## config.mk

```make
export PLATFORM = sky130hd
export DESIGN_NAME = spi_pkt_tx
export DESIGN_NICKNAME = d
export VERILOG_FILES = /design/src/rtl/spi_pkt_tx.sv
export SDC_FILE = /design/constraint.sdc
export NUM_CORES = 1
export LEC_CHECK = 0
export CAP_MARGIN = 25
export CORE_UTILIZATION = 60
export CTS_CLUSTER_SIZE = 8
export DETAILED_ROUTE_END_ITERATION = 16
export PLACE_DENSITY = 0.89
export SYNTH_ARGS = -nofsm -noshare
export SYNTH_HDL_FRONTEND = slang
export SYNTH_SLANG_ARGS = --single-unit
export TNS_END_PERCENT = 5
```

## constraint.sdc

```tcl
create_clock -name clk -period 2.9 [get_ports clk]
set_input_delay 0.29 -clock clk [delete_from_list [all_inputs] [get_ports clk]]
set_output_delay 0.29 -clock clk [all_outputs]
set_load 0.05 [all_outputs]
```

## src/rtl/spi_pkt_tx.sv

```systemverilog
// spi_pkt_tx: SPI slave (mode 0) transmitter for one 64-bit packet at a time.
// It pulls bytes from the upstream packet shift register with spi_en/shift_en and
// serialises them MSB-first on spi_miso. SCLK and CS_n are oversampled in the
// clk domain, so clk must run at 16x SCLK or faster.
// Optional feature macro: SPI_TX_ABORT_CNT_EN adds the saturating abort_cnt output.
module spi_pkt_tx #(
    parameter int PKT_BYTES = 8,
    parameter int SYNC_STG  = 2
) (
    input  logic       clk,
    input  logic       rst,
    input  logic       pkt_rdy,
    input  logic [7:0] byte_in,
    input  logic       spi_sclk,
    input  logic       spi_cs_n,
    output logic       spi_en,
    output logic       shift_en,
    output logic       spi_miso,
    output logic       miso_oe,
    output logic       busy,
    output logic       pkt_done
`ifdef SPI_TX_ABORT_CNT_EN
   ,output logic [7:0] abort_cnt
`endif
);

    localparam int BCW = (PKT_BYTES > 1) ? $clog2(PKT_BYTES) : 1;
    localparam logic [BCW-1:0] LAST_BYTE = BCW'(PKT_BYTES - 1);

    typedef enum logic [2:0] {IDLE, REQ, CAPT, ARMED, SHIFT, DONE} state_t;

    state_t              state, state_nxt;
    logic [SYNC_STG-1:0] sclk_sync, cs_sync;
    logic                sclk_d, cs_d;
    logic                sclk_s, cs_s, cs_act;
    logic                sclk_rise, sclk_fall, cs_fall;
    logic [7:0]          tx_sr, nxt_byte;
    logic [3:0]          bit_cnt;
    logic [BCW-1:0]      byte_cnt;
    logic [1:0]          pf_pipe;   // [0]: prefetch request cycle, [1]: prefetch capture cycle
    logic                pf_start, abort;

    assign sclk_s    = sclk_sync[SYNC_STG-1];
    assign cs_s      = cs_sync[SYNC_STG-1];
    assign cs_act    = ~cs_s;
    assign sclk_rise = sclk_s & ~sclk_d & cs_act;
    assign sclk_fall = ~sclk_s & sclk_d & cs_act;
    assign cs_fall   = ~cs_s & cs_d;

    // Synchronise SCLK/CS_n into clk and keep one delayed copy for edge detection.
    // CS resets to the inactive (high) level so the pad stays disabled.
    always_ff @(posedge clk or negedge rst) begin
        if (!rst) begin
            sclk_sync <= '0;
            cs_sync   <= '1;
            sclk_d    <= 1'b0;
            cs_d      <= 1'b1;
        end else begin
            sclk_sync[0] <= spi_sclk;
            cs_sync[0]   <= spi_cs_n;
            for (int i = 1; i < SYNC_STG; i++) begin
                sclk_sync[i] <= sclk_sync[i-1];
                cs_sync[i]   <= cs_sync[i-1];
            end
            sclk_d <= sclk_s;
            cs_d   <= cs_s;
        end
    end

    // State register.
    always_ff @(posedge clk or negedge rst) begin
        if (!rst) state <= IDLE;
        else      state <= state_nxt;
    end

    // Next-state logic; prefetches of later bytes run beside SHIFT via pf_pipe.
    always_comb begin
        state_nxt = state;
        abort     = 1'b0;
        pf_start  = 1'b0;
        case (state)
            IDLE:  if (pkt_rdy) state_nxt = REQ;
            REQ:   state_nxt = CAPT;
            CAPT:  state_nxt = (byte_cnt == '0) ? ARMED : SHIFT;
            ARMED: if (cs_fall) state_nxt = SHIFT;
            SHIFT: begin
                if (cs_s) begin
                    abort     = 1'b1;
                    state_nxt = IDLE;
                end else if (sclk_rise && bit_cnt == 4'd7) begin
                    if (byte_cnt == LAST_BYTE) state_nxt = DONE;
                    else                       pf_start  = 1'b1;
                end
            end
            DONE:    state_nxt = IDLE;
            default: state_nxt = IDLE;
        endcase
    end

    // Byte capture, bit serialisation and counters.
    always_ff @(posedge clk or negedge rst) begin
        if (!rst) begin
            tx_sr    <= '0;
            nxt_byte <= '0;
            bit_cnt  <= '0;
            byte_cnt <= '0;
            pf_pipe  <= '0;
        end else begin
            pf_pipe <= abort ? 2'b00 : {pf_pipe[0], pf_start};
            if (pf_pipe[1] && !abort) nxt_byte <= byte_in;
            case (state)
                IDLE: if (pkt_rdy) begin
                    bit_cnt  <= '0;
                    byte_cnt <= '0;
                end
                CAPT: begin
                    nxt_byte <= byte_in;
                    if (byte_cnt == '0) tx_sr <= byte_in;
                end
                ARMED: if (cs_fall) bit_cnt <= '0;
                SHIFT: begin
                    if (abort) begin
                        tx_sr    <= '0;
                        bit_cnt  <= '0;
                        byte_cnt <= '0;
                    end else if (sclk_rise) begin
                        bit_cnt <= bit_cnt + 4'd1;
                    end else if (sclk_fall) begin
                        if (bit_cnt == 4'd8) begin
                            tx_sr    <= nxt_byte;
                            bit_cnt  <= '0;
                            byte_cnt <= byte_cnt + BCW'(1);
                        end else begin
                            tx_sr <= {tx_sr[6:0], 1'b0};
                        end
                    end
                end
                DONE: begin
                    bit_cnt  <= '0;
                    byte_cnt <= '0;
                end
                default: ;
            endcase
        end
    end

`ifdef SPI_TX_ABORT_CNT_EN
    // Count mid-packet CS aborts, saturating at 255.
    always_ff @(posedge clk or negedge rst) begin
        if (!rst)                            abort_cnt <= '0;
        else if (abort && abort_cnt != 8'hFF) abort_cnt <= abort_cnt + 8'd1;
    end
`endif

    assign spi_en   = (state == REQ)  | pf_pipe[0];
    assign shift_en = (state == CAPT) | pf_pipe[1];
    assign spi_miso = ((state == ARMED) || (state == SHIFT)) & tx_sr[7];
    assign miso_oe  = cs_act;
    assign busy     = (state != IDLE);
    assign pkt_done = (state == DONE);

endmodule

```

# After elaboration in Yosys (flattened, before gate mapping)
# Cells that the tools add are included.
# op_classes
n_addsub	2
multipliers	0
div_mod_pow	0
order_cmp	0
eq_ne	18
shift	0
mux	35
bitwise_logic	11
reduce_logical	15
# ops
op	n
2-to-1 mux 8 bit	7
2-to-1 mux 3 bit	11
2-to-1 mux 4 bit	6
case mux 4 bit (4 select lines)	1
case mux 8 bit (2 select lines)	1
!= test 3 bit, second input constant	5
case mux 3 bit (5 select lines)	1
AND reduction 5 bit	2
equality test 3 bit, second input constant	3
case mux 3 bit (3 select lines)	1
!= test 4 bit, second input constant	2
AND reduction 4 bit	2
AND 1 bit	6
equality test 3 x 2 -> 1 bit, second input constant	2
logical NOT 3 bit	2
2-to-1 mux 1 bit	6
!= test 2 bit, second input constant	3
nonzero test 3 bit	2
adder 4 x 1 -> 4 bit, second input constant	1
equality test 4 x 3 -> 1 bit, second input constant	1
equality test 4 bit, second input constant	1
nonzero test 2 bit	2
nonzero test 4 bit	1
adder 3 x 1 -> 3 bit, second input constant	1
other kinds (7)	11
# totals
reg_bits	34
latchBits	0
ramBits	0
romBits	0
input_bits	13
wordCells	91
n_memories	0

# Longest topological paths before layout
# depth
word_depth	8
depth_mapped	7
ltp_nobuf	6

# Worst setup path after synthesis
# OpenSTA, ideal clock, no wires.
# synth_timing
path_kind	reg2out
from	register state[0]
to	output spi_miso
arrival_ps	1567
required_ps	2610
path_slack_ps	1043
path_stages_with_launch	5
path_cell_list	dfrtp_1 > buf_6 > nor3b_4 > a21oi_1 > nor2b_1
# synth_between
elab_chain_cells	3
word_cells_on_any_way	4
classes_between	eq/ne: 2; bitwise: 1; reduce/logical: 1
# synth_rtl
element	line	rtl
start, declared	32	state_t state, state_nxt;
start signal, assigned	73	else state <= state_nxt;
equality test 3 x 2 -> 1 bit / equality test 3 bit (equally long branches)	157	assign spi_miso = ((state == ARMED) || (state == SHIFT)) & tx_sr[7];
logical OR 1 bit (*)	157	
AND 1 bit (*)	157	
end, declared	18	output logic spi_miso,
# Mark *: on every way between the ends. The rest lies on a longest branch, timed or not.

# Worst setup path after layout
# Ends and elaborated chain as after synthesis.

==> summary.md <==
| Metric | Value |
|---|---|
| Max Cap Violations | `0` |
| H-tree levels | `2` |
| WP data required | `2610 ps` |
| Crit Path Class | `reg2out` |
| Clock-pin slew on the worst setup and hold paths | `110 ps` |
| FF-to-FF Start | `state[1]` |
| First-pass GRT wire length | `about 6200 µm` |
| Critical Path End Type | `output port` |
| Synthesis-to-layout area growth | `13.37%` |
| PwrDens | `944.2 nW/µm²` |
| Setup TNS | `0 ps` |
| Total Routing Usage GR | `~25%` |
| Skew-Pair Late Insertion Delay | `about 340 ps` |
| GRT Residual Overflow | `0` |
| Worst R2R End | `tx_sr[0]` |
| # setup viols final | `0` |
| Initial Util | `64.72%` |
| Initial antenna violation count | `0` |
| Largest stage delay on the critical path | `a little over 800 ps` |
| Clock Tree Buf Depth | `2` |
| Post-CTS sizing | `0` |
| Synth warn | `0` |
| Largest net degree at the start of global routing | `35` |
| Placed Area | `roughly 2000 µm²` |
| Power Total | `between 1.5 and 2 mW` |
| Layout Skew | `a little under 9 ps` |
| Worst Tran Pin Value | `around 600 ps` |
| Crit path cell chain | `nor3b_4 -> a21oi_1 -> nor2b_1 -> clkdlybuf4s50_1` |
| Number of vias per cell | `approximately 6.1` |
| Antenna Cells | `0` |
| Total via count in the routed design | `1348` |
| Worst Reg2Reg Path Length in Cells | `4` |
| Post-Synthesis Cells | `around 170` |
| Max VDD drop | `between 0.5 and 0.6 mV` |
| Site row count | `19` |
| # clock sinks | `34` |
| Num CTS Buffers | `5` |
| Die area | `3250 µm²` |
| Setup bufs post-CTS | `0` |
| Final Instance Area | `roughly 2100 µm²` |
| Hold_ws | `343.0 ps` |
| Tcrit/Tclk final | `93.66%` |
| EDFF count, synth | `0` |
| RSZ-0062 raised after global routing | `false` |
| Residual DRC | `4` |
| Post-Syn Area | `approximately 1800 µm²` |
| Peak Freq | `around 0.37 GHz` |
| Slowest-stage cell, CP | `clkdlybuf4s50_1` |
| Clock tree from TritonCTS | `done` |
| R2R setup slack | `approximately 900 ps` |
| Routed wire length | `between 3000 and 4000 µm` |
| Vias in the first global route | `~1300` |
| WP data arrival | `between 2000 and 2500 ps` |
| Mapped Nets | `187` |
| Avg WL per Cell | `between 15 and 20 µm` |
| Seq/Total Area, Yosys | `a little under half` |
| IO buf count | `18` |
| Slew Limit Fails | `0` |
| Post-cts hold buffer count | `0` |
| Status | `finished with violations` |
| Final setup margin | `approximately 180 ps` |
| RePlAce Congestion | `about 0.96` |
| Dpl ws | `around 540 ps` |
| Relative slew slack | `about 61%` |
| Die width | `between 50 and 60 µm` |
| HP Class | `in2async` |
| Die height | `57.01 µm` |
| Final Hold Viols | `0` |
| 1st-pass router iterations | `10` |
| Distinct cell type count after synthesis | `47` |
| #FFs+latches synth | `34` |
| Top_reg_cell synth | `dfrtp_1` |
| Failing checks | `DRC` |
| Avg Inst Size Synth | `roughly 11 µm²` |
| Placeable core area | `between 2000 and 3000 µm²` |
| Hpwl dp | `between 2000 and 3000 µm` |
| 1st-iter DRT viols | `46` |
| Root buf cell | `clkbuf_4` |
| Fraction of registers with async set/reset | `between 90% and 100%` |
| I/O pin cnt | `19` |
| Layout cells sized above 1 | `16.40%` |
| Crit start category | `flop` |
| Static leakage | `just under 0.9 nW` |
| Antenna Violating Nets Remaining | `0` |
| Worst Path Max Fanout | `18` |
| Final nets | `206` |
| Fin crit period | `about 2700 ps` |
==> layout make-up <==
type                            count  area (µm²)
Sequential cell                    34       854.6
Multi-Input combinational cell    119       879.6
Fill cell                         202       747.0
Inverter                            9       33.78
Clock inverter                      2       12.51
Timing Repair Buffer               19       187.7
Tap cell                           31       38.79
Clock buffer                        6       51.30
==> worst max-delay path by stage <==
| stage | startpoint | slack, ps | to | depth (start not counted) |
|---|---|---|---|---|
| 5_1_grt | state[0] | 10 | spi_miso | 4 |
| 3_5_place_dp | state[0] | 540 | spi_miso | 4 |
| 3_3_place_gp | state[0] | 620 | spi_miso | 4 |
| 6_report | state[0] | 180 | spi_miso | 4 |
| 2_1_floorplan | state[0] | 1040 | spi_miso | 4 |
| 4_1_cts | state[0] | 150 | spi_miso | 4 |
==> metrics by stage <==
step	instances	utilization (%)
finish	220	73.37
global route	220	73.37
CTS	220	73.37
detailed placement	212	71.10
global placement	212	71.10
floorplan	169	-
==> per-layer routing <==
metal	vias up	global-route usage, %	routed length (µm)
met5	-	0	0
met4	0	10.10	61
met3	7	7.029	162
met2	34	41.68	1707
met1	664	31.85	1507
li1	643	-	-
==> cell usage after synthesis, types with 3 or more instances <==
cell type / n / area, µm²
a21oi_1: 5 / 25.02
dfrtp_1: 31 / 775.7
dfstp_2: 3 / 78.83
ha_1: 5 / 62.56
inv_1: 9 / 33.78
mux2_2: 8 / 90.09
mux2i_1: 10 / 100.1
nand2_1: 7 / 26.28
nand2b_1: 5 / 31.28
nand3_1: 3 / 15.01
nor2_1: 13 / 48.80
nor2b_1: 3 / 18.77
nor3_1: 8 / 40.04
o21ai_0: 9 / 45.04
o22a_1: 8 / 70.07
==> logic make-up (layout without fill, tap and decap cells) <==
| logic type | after synthesis | after routing | share of synthesized area (%) |
|---|---|---|---|
| AND/OR/NAND/NOR | 54 | 54 | 17.51 |
| AO/OA/AOI/OAI | 40 | 40 | 15.71 |
| flip-flops | 34 | 34 | 47.07 |
| multiplexers | 19 | 19 | 11.30 |
| buffers and inverters | 16 | 36 | 4.480 |
| adder cells (fa/ha/maj) | 5 | 5 | 3.446 |
| XOR/XNOR | 1 | 1 | 0.4825 |
==> flip-flops by register name, summed over array words and instances (netlist names) <==
register / flops
nxt_byte: 8
tx_sr: 8
bit_cnt: 4
byte_cnt: 3
state: 3
cs_sync: 2
pf_pipe: 2
sclk_sync: 2
cs_d: 1
sclk_d: 1
==> critical path, delay by kind of cell (launching register included) <==
kind,cells,cell delay [ps]
and+or+nand+nor,2,620
buffers and inverters,1,810
AOI/OAI and AO/OA,1,70
DFF,1,580
==> power by group <==
part	leakage (nW)	switching, mW	internal (mW)
clock network	0.0343	0.160	0.116
registers	0.409	0.157	0.629
logic	0.450	0.461	0.420
total	0.894	0.778	1.17
==> layout by cell type (no fill, tap or decap), types with 3 or more instances in the layout <==
cell / count
dfrtp_1: 31
a21oi_1: 5
nor3_1: 8
o22a_1: 8
nor2b_1: 3
nand3_1: 3
mux2i_1: 10
nand2_1: 7
o21ai_0: 9
nand2b_1: 5
inv_1: 9
dfstp_2: 3
clkbuf_4: 5
nor2_1: 13
clkdlybuf4s50_1: 18
mux2_2: 8
ha_1: 5
(Power assumes the default switching activity.)
